**src/rtl/pc_source_ctrl.sv**
```systemverilog
// rtl/pc_source_ctrl.sv - PC-source mux select and PC/EPC write sequencer, with exception entry.
// Optional macro PC_STALL_EN adds a stall input that freezes sampling, the vector wait and the PC write.
module pc_source_ctrl #(
  parameter int VEC_WAIT = 2,
  parameter int SEL_W    = 3
) (
  input  logic             clk,
  input  logic             reset,
  input  logic             fetch,
  input  logic             redir_req,
  input  logic [1:0]       redir_kind,
  input  logic             exc,
  input  logic [1:0]       exc_cause,
`ifdef PC_STALL_EN
  input  logic             stall,
`endif
  output logic [SEL_W-1:0] mux_pc,
  output logic             pc_write,
  output logic             epc_write,
  output logic             vec_rd,
  output logic [1:0]       cause_q,
  output logic             busy
);

  if (VEC_WAIT < 1 || VEC_WAIT > 7) begin : g_vec_wait_range
    $error("pc_source_ctrl: VEC_WAIT must be in 1..7");
  end

  localparam logic [SEL_W-1:0] SEL_ALU  = SEL_W'(0);
  localparam logic [SEL_W-1:0] SEL_EPC  = SEL_W'(1);
  localparam logic [SEL_W-1:0] SEL_OFF  = SEL_W'(2);
  localparam logic [SEL_W-1:0] SEL_HOLD = SEL_W'(3);
  localparam logic [SEL_W-1:0] SEL_IMM  = SEL_W'(4);

  typedef enum logic [2:0] {
    ST_IDLE,
    ST_PC_WR,
    ST_EXC_SAVE,
    ST_EXC_REQ,
    ST_EXC_WAIT,
    ST_EXC_LOAD
  } state_t;

  state_t           state_q, state_d;
  logic [2:0]       cnt_q, cnt_d;
  logic [1:0]       cause_d;
  logic [SEL_W-1:0] mux_d;
  logic             pcw_d, epcw_d, vec_d, busy_d;
  logic             stall_i;
  logic [SEL_W-1:0] redir_sel;

`ifdef PC_STALL_EN
  assign stall_i = stall;
`else
  assign stall_i = 1'b0;
`endif

  always_comb begin
    redir_sel = SEL_HOLD;
    case (redir_kind)
      2'd0: redir_sel = SEL_ALU;
      2'd1: redir_sel = SEL_EPC;
      2'd2: redir_sel = SEL_OFF;
      2'd3: redir_sel = SEL_IMM;
      default: redir_sel = SEL_HOLD;
    endcase
  end

  // Outputs are computed for the state being entered and registered with it.
  always_comb begin
    state_d = state_q;
    cnt_d   = cnt_q;
    cause_d = cause_q;
    mux_d   = SEL_HOLD;
    pcw_d   = 1'b0;
    epcw_d  = 1'b0;
    vec_d   = 1'b0;
    busy_d  = 1'b0;
    case (state_q)
      ST_IDLE: begin
        if (!stall_i) begin
          if (exc) begin
            state_d = ST_EXC_SAVE;
            cause_d = exc_cause;
            epcw_d  = 1'b1;
            busy_d  = 1'b1;
          end else if (redir_req) begin
            state_d = ST_PC_WR;
            mux_d   = redir_sel;
            pcw_d   = 1'b1;
          end else if (fetch) begin
            state_d = ST_PC_WR;
            mux_d   = SEL_ALU;
            pcw_d   = 1'b1;
          end
        end
      end
      ST_PC_WR: begin
        if (!pc_write) begin
          mux_d = mux_pc;
          pcw_d = !stall_i;
        end else begin
          state_d = ST_IDLE;
        end
      end
      ST_EXC_SAVE: begin
        state_d = ST_EXC_REQ;
        vec_d   = 1'b1;
        busy_d  = 1'b1;
        cnt_d   = 3'(VEC_WAIT - 1);
      end
      ST_EXC_REQ: begin
        state_d = ST_EXC_WAIT;
        busy_d  = 1'b1;
      end
      ST_EXC_WAIT: begin
        busy_d = 1'b1;
        // At least one wait cycle, even when the vector arrives one cycle after the request.
        if (!stall_i) begin
          if (cnt_q <= 3'd1) begin
            state_d = ST_EXC_LOAD;
            mux_d   = SEL_OFF;
            pcw_d   = 1'b1;
          end else begin
            cnt_d = cnt_q - 3'd1;
          end
        end
      end
      ST_EXC_LOAD: begin
        if (!pc_write) begin
          mux_d  = SEL_OFF;
          pcw_d  = !stall_i;
          busy_d = 1'b1;
        end else begin
          state_d = ST_IDLE;
        end
      end
      default: state_d = ST_IDLE;
    endcase
  end

  always_ff @(posedge clk or posedge reset) begin
    if (reset) begin
      state_q   <= ST_IDLE;
      cnt_q     <= 3'd0;
      cause_q   <= 2'd0;
      mux_pc    <= SEL_HOLD;
      pc_write  <= 1'b0;
      epc_write <= 1'b0;
      vec_rd    <= 1'b0;
      busy      <= 1'b0;
    end else begin
      state_q   <= state_d;
      cnt_q     <= cnt_d;
      cause_q   <= cause_d;
      mux_pc    <= mux_d;
      pc_write  <= pcw_d;
      epc_write <= epcw_d;
      vec_rd    <= vec_d;
      busy      <= busy_d;
    end
  end

endmodule

```
**config.mk**
```make
export PLATFORM = sky130hd
export DESIGN_NAME = pc_source_ctrl
export DESIGN_NICKNAME = d
export VERILOG_FILES = /design/src/rtl/pc_source_ctrl.sv
export SDC_FILE = /design/constraint.sdc
export NUM_CORES = 1
export LEC_CHECK = 0
export CAP_MARGIN = 30
export CORE_UTILIZATION = 36
export CTS_CLUSTER_SIZE = 14
export DETAILED_ROUTE_END_ITERATION = 16
export DONT_BUFFER_PORTS = 1
export PLACE_DENSITY = 0.52
export SLEW_MARGIN = 15
export SYNTH_ARGS = -nofsm -noshare
export SYNTH_HDL_FRONTEND = slang
export SYNTH_SLANG_ARGS = --single-unit
```
**constraint.sdc**
```tcl
create_clock -name clk -period 4.8 [get_ports clk]
set_clock_uncertainty 0.2 [all_clocks]
set_input_delay 0.96 -clock clk [delete_from_list [all_inputs] [get_ports clk]]
set_output_delay 0.96 -clock clk [all_outputs]
set_load 0.01 [all_outputs]
```
==> flow_summary.ini, run 1 <==
[status]
status = finished, final reports clean

[floorplan]
io_pins = 18
die_w_um = 48.5
row_count = 16
core-area_um2 = 2000
start_util_pct = 38.9
die_area_um2 = 2360
fp.dieH_um = 48.5

[power]
power_switching_mw = 0.216
pwr-share-seq_pct = 50.4
comb_power_share_pct = 35.6
switching_share_pct = 41.0
intPower_mw = 0.311
pwr-share-clk_pct = 14.0
p_leak_nw = 0.345
powerDensity_nw_per_um2 = 649
finalPower_mw = 0.527
ir_drop_mv = 0.248

[routing]
num_vias = 546
wl_per_cell_um = 14.3
drt_iter0_markers = 19
dr.pass1.iters = 4
remaining_drc_errors = 0
ant_nets = 0
routed_wl_um = 1460
viasPerCell = 5.35

[clock_tree]
cts_tree = built
cts_made_buffers = 3
ctsHoldBuffers = 0
post_cts_buffers = 0
root_buffer = clkbuf_4
ctsLongestPathBuffers = 2
clock_sinks = 15
clk_pin_slew_ns = 0.08
h-tree-depth = 1
clk_latency_ns = 0.29
ctsResizeCount = 0

[yosys]
yosysWarnings = 0
synth_area_leader_cell = dfrtp_1
post_synth_num_cell_types = 36
syn-cell-area_um2 = 779
synthArstFlopShare_pct = 100
synth-main-ff-cell = dfrtp_1
synthCells = 75
synth_area_leaders = dfrtp_1 42%, dfstp_2 6.7%, mux2_4 3.9%
netlist_top_cells_count = 13 x dfrtp_1, 7 x inv_1, 5 x a21oi_1, 5 x o21ai_0, 4 x nand2_1
yosysMostFrequentCell = dfrtp_1
synth-seq-cells = 15
synth-edff-count = 0
synth_top_area_share_pct = 41.7
yosysSeqAreaShare_pct = 48.5
synthesis.nets = 86
syn_avg_cell_area_um2 = 10.4

[sta]
final_max_slew_viol_count = 0
rsz0062_at_grt = no
post-route-period-util_pct = 41.9
relSlewSlack_pct = 62.5
finalSetupViolations = 0
setup_tns_ns = 0
worst_slew_pin_slew_ns = 0.562
post-route-min-period_ns = 2.01
final_hold_viol_count = 0
max_clock_freq_mhz = 497

[placement]
gp_congestion = 0.812
port_buffers = 0
placed_area_um2 = 785
dp_hpwl_um = 1010

[finish]
n_antenna_cell = 0
seq_area_um2 = 378
stdcell_area_um2 = 812
num-fill-cells = 203
fin_nets = 87
multi_input_area_um2 = 347
syn_to_final_growth_pct = 4.17
drive_above_1_share_pct = 16.0

[worst_setup_path]
arrival_ns = 0.85
cp.required_ns = 3.64
cp-end-kind = output port
crit_type = flip-flop to output port
cp_max_fo = 2
critPathLaunchType = flip-flop
r2r_slack_ns = 3.07

[grt]
grtUsageTotal_pct = 14.1
antenna_found_initial = 0
grt_pass1_vias = 551
grt_max_degree = 20
grt_pass1_wl_um = 2500
grt.overflow.total = 0

[worst_hold_path]
min_path_type = flip-flop to flip-flop

[run]
maxCapViolCount = 0
==> cells in the final DEF (no fill, tap or decap), types with 3 or more instances in the layout <==
master	instances
inv_1	7
nor3_1	3
nand2_1	4
a21oi_1	5
clkbuf_4	3
o21ai_0	5
dfrtp_1	13
==> worst paths after layout <==
check | startpoint | cells after the start | to
max | mux_pc[1]$_DFFE_PP1P_ | 0 | mux_pc[1]
min reg2reg | cnt_q[1]$_DFFE_PP0P_ | 2 | cnt_q[1]$_DFFE_PP0P_
max reg2reg | state_q[2]$_DFFE_PP0P_ | 3 | cause_q[1]$_DFFE_PP0P_
min | cnt_q[1]$_DFFE_PP0P_ | 2 | cnt_q[1]$_DFFE_PP0P_
max in group asynchronous | reset | 1 | mux_pc[1]$_DFFE_PP1P_
min in group asynchronous | reset | 1 | state_q[2]$_DFFE_PP0P_
==> sequential cells by signal, indices dropped and copies added (netlist names) <==
name / flops
pc_write: 1
busy: 1
cnt_q: 3
state_q: 3
mux_pc: 3
epc_write: 1
vec_rd: 1
cause_q: 2
==> area by class of cell <==
| class | instances | share of cell area [%] |
|---|---|---|
| Sequential cell | 15 | 46.5 |
| Tap cell | 27 | 4.16 |
| Inverter | 7 | 3.24 |
| Clock buffer | 3 | 2.77 |
| Clock inverter | 1 | 0.616 |
| Multi-Input combinational cell | 49 | 42.7 |
==> power groups by stage <==
stage	Clock (mW)	Sequential [mW]	Combinational [mW]
finish	0.0735	0.266	0.188
global placement	0	0.268	0.191
floorplan	0	0.232	0.193
global route	0.0838	0.275	0.215
detailed placement	0	0.268	0.188
CTS	0.0765	0.265	0.190
==> worst register-to-register path, cell delays in order (launching register included) <==
cell	delay [ns]
dfrtp_1	0.59
nor2_2	0.25
and3_1	0.27
mux2_4	0.32
==> routing by layer <==
layer,vias up,global-route usage (%),routed length (um)
met4,0,5.88,21
met5,-,0,0
met2,15,18.5,635
met3,4,6.29,114
met1,257,19.9,683
li1,270,-,-
==> through the flow <==
| stage | hold WS, ns | worst slack, ns | util [%] | cells |
|---|---|---|---|---|
| 2_1_floorplan | 0.279 | 2.97 | - | 75 |
| 3_3_place_gp | 0.326 | 2.91 | 39.2 | 98 |
| 3_5_place_dp | 0.323 | 2.87 | 39.2 | 98 |
| 4_1_cts | 0.346 | 2.78 | 40.6 | 102 |
| 5_1_grt | 0.362 | 2.75 | 40.6 | 102 |
| 6_report | 0.333 | 2.79 | 40.6 | 102 |
==> kinds of logic (layout without fill, tap and decap cells) <==
logic type	after synthesis	after routing	share of synthesized area, %
AO/OA/AOI/OAI	25	25	23.0
buffers and inverters	11	11	7.06
AND/OR/NAND/NOR	20	20	14.4
multiplexers	2	2	3.85
adder cells (fa/ha/maj)	2	2	3.21
flip-flops	15	15	48.5
Note: power is estimated with default switching activity, not from simulation.
==> inputs of run 2 (changes only) <==
--- a/config.mk
+++ b/config.mk
@@ -10,7 +10,7 @@
 export CTS_CLUSTER_SIZE = 14
 export DETAILED_ROUTE_END_ITERATION = 16
 export DONT_BUFFER_PORTS = 1
-export PLACE_DENSITY = 0.52
+export PLACE_DENSITY = 0.54
 export SLEW_MARGIN = 15
 export SYNTH_ARGS = -nofsm -noshare
 export SYNTH_HDL_FRONTEND = slang
==> constraint.sdc (replaced) <==
create_clock -name clk -period 1.7 [get_ports clk]
set_clock_uncertainty 0.2 [all_clocks]
set_input_delay 0.34 -clock clk [delete_from_list [all_inputs] [get_ports clk]]
set_output_delay 0.34 -clock clk [all_outputs]
set_load 0.01 [all_outputs]
==> run 2 against run 1 <==
Against the previous run: power rose to 3.1 times the previous value; wire length rose by 15%; via count rose by 7.7%; clock power rose to 2.8 times the previous value; highest routed layer is now met3; die area did not move; cell area rose by 12%; setup slack got worse by 2.7 ns.
==> flow_summary.ini, run 2 (same netlist as run 1, synthesis figures left out) <==
[sta]
max_clock_freq_mhz = 604
relSlewSlack_pct = 61.7
finalSetupViolations = 0
post-route-min-period_ns = 1.65
post-route-period-util_pct = 97.3
setup_tns_ns = 0
rsz0062_at_grt = yes
hold_ws_ns = 0.0441
worst_slew_pin_slew_ns = 0.574
final_hold_viol_count = 0
final_max_slew_viol_count = 0

[clock_tree]
cts_made_buffers = 3
ctsLongestPathBuffers = 2
h-tree-depth = 1
clk_latency_ns = 0.28
clock_sinks = 15
root_buffer = clkbuf_4
cts_tree = built
clk_pin_slew_ns = 0.09

[grt]
grt_pass1_wl_um = 2780
antenna_found_initial = 0
grt.overflow.total = 0
grt_pass1_vias = 560
grt_max_degree = 16
grtUsageTotal_pct = 15.5

[worst_setup_path]
cp-startpoint = cnt_q[0]$_DFFE_PP0P_
cp_max_fo = 4
cp.required_ns = 1.70
cp-end-kind = flip-flop
r2r_start = cnt_q[0]$_DFFE_PP0P_
critPathLaunchType = flip-flop
r2r_slack_ns = 0.05
crit_type = flip-flop to flip-flop
arrival_ns = 1.65
rr_worst_depth = 5
worst_r2r_endpoint = mux_pc[0]$_DFFE_PP1P_

[finish]
multi_input_area_um2 = 365
final_common_cell = dfrtp_1
reg.largest.list = cnt_q (3), mux_pc (3), state_q (3)
drive_above_1_share_pct = 28.6
final_cell_mix = 13 x dfrtp_1, 6 x inv_1, 6 x buf_4
n_antenna_cell = 0
syn_to_final_growth_pct = 16.2
post-route-util_pct = 45.3
seq_area_um2 = 378
fin_nets = 96
num-fill-cells = 209

[floorplan]
row_count = 16
die_w_um = 48.5
die_area_um2 = 2360
start_util_pct = 38.9
fp.dieH_um = 48.5
core-area_um2 = 2000
io_pins = 18

[worst_hold_path]
hold_path_startpoint = redir_kind[0]
hold_path_end = mux_pc[2]$_DFFE_PP0P_
min_path_cells = 2
min_path_type = input pin to flip-flop

[routing]
remaining_drc_errors = 0
dr.pass1.iters = 4
num_vias = 588
viasPerCell = 5.30
drt_iter0_markers = 20
routed_wl_um = 1670
wl_per_cell_um = 15.1
ant_nets = 0

[power]
p_leak_nw = 0.389
powerDensity_nw_per_um2 = 1830
ir_drop_mv = 0.805

[status]
status = finished, final reports clean

[placement]
dp_hpwl_um = 1130
port_buffers = 0
gp_congestion = 0.732

[run]
maxCapViolCount = 0
run 2: cell types whose count changed in the layout (fill, tap and decap cells not counted), sizes merged:
cell and delta:
buf +6, dlygate4sd3 +3
run 2: final cells by class:
cell class,count,share of cell area (%)
clock buffer,3,2.49
clock inverter,1,0.552
inverter,7,2.90
multi-input combinational,49,40.3
sequential,15,41.7
tap,27,3.73
timing repair buffer,9,8.29
run 2: worst max-delay path, cell delays in order (launching register included):
cell	delay [ns]
dfrtp_1	0.42
ha_2	0.20
o21ba_2	0.26
nor2_2	0.07
and2_1	0.19
o311ai_2	0.24
run 2: metal layers:
metal | vias up | routed length, um | GRT usage, %
met1 | 282 | 833 | 24.3
li1 | 288 | - | -
met2 | 18 | 754 | 20.4
met5 | - | 0 | 0
met4 | 0 | 0 | 4.41
met3 | 0 | 87 | 4.40
run 2: timing repair:
action / CTS / global route
hold buffers: 3 / 0
hold endpoints to repair: 15 / 0
setup buffers: 0 / 0
setup endpoints to repair: 0 / 4
resized for setup: 0 / 6
run 2: metrics by stage:
stage                     power, mW  instance area, um2  cells  setup slack (ns)
after floorplan                1.20                 779     75            0.0929
after global placement         1.38                 830    104            0.0474
after detailed placement       1.39                 830    104            0.0380
after CTS                      1.61                 887    111            0.0138
after global routing           1.79                 906    111           -0.0209
final                          1.66                 906    111            0.0451
run 2: how the worst max path moves through the flow:
stage | cells past startpoint | slack, ns | to
detailed placement | 5 | 0.04 | mux_pc[0]$_DFFE_PP1P_
global route | 5 | -0.02 | mux_pc[0]$_DFFE_PP1P_
finish | 5 | 0.05 | mux_pc[0]$_DFFE_PP1P_
global placement | 5 | 0.05 | mux_pc[0]$_DFFE_PP1P_
floorplan | 5 | 0.09 | mux_pc[0]$_DFFE_PP1P_
CTS | 5 | 0.01 | mux_pc[0]$_DFFE_PP1P_
run 2: power by group:
group	internal [mW]	switching [mW]
Clock	0.0874	0.121
Combinational	0.373	0.388
Sequential	0.517	0.170
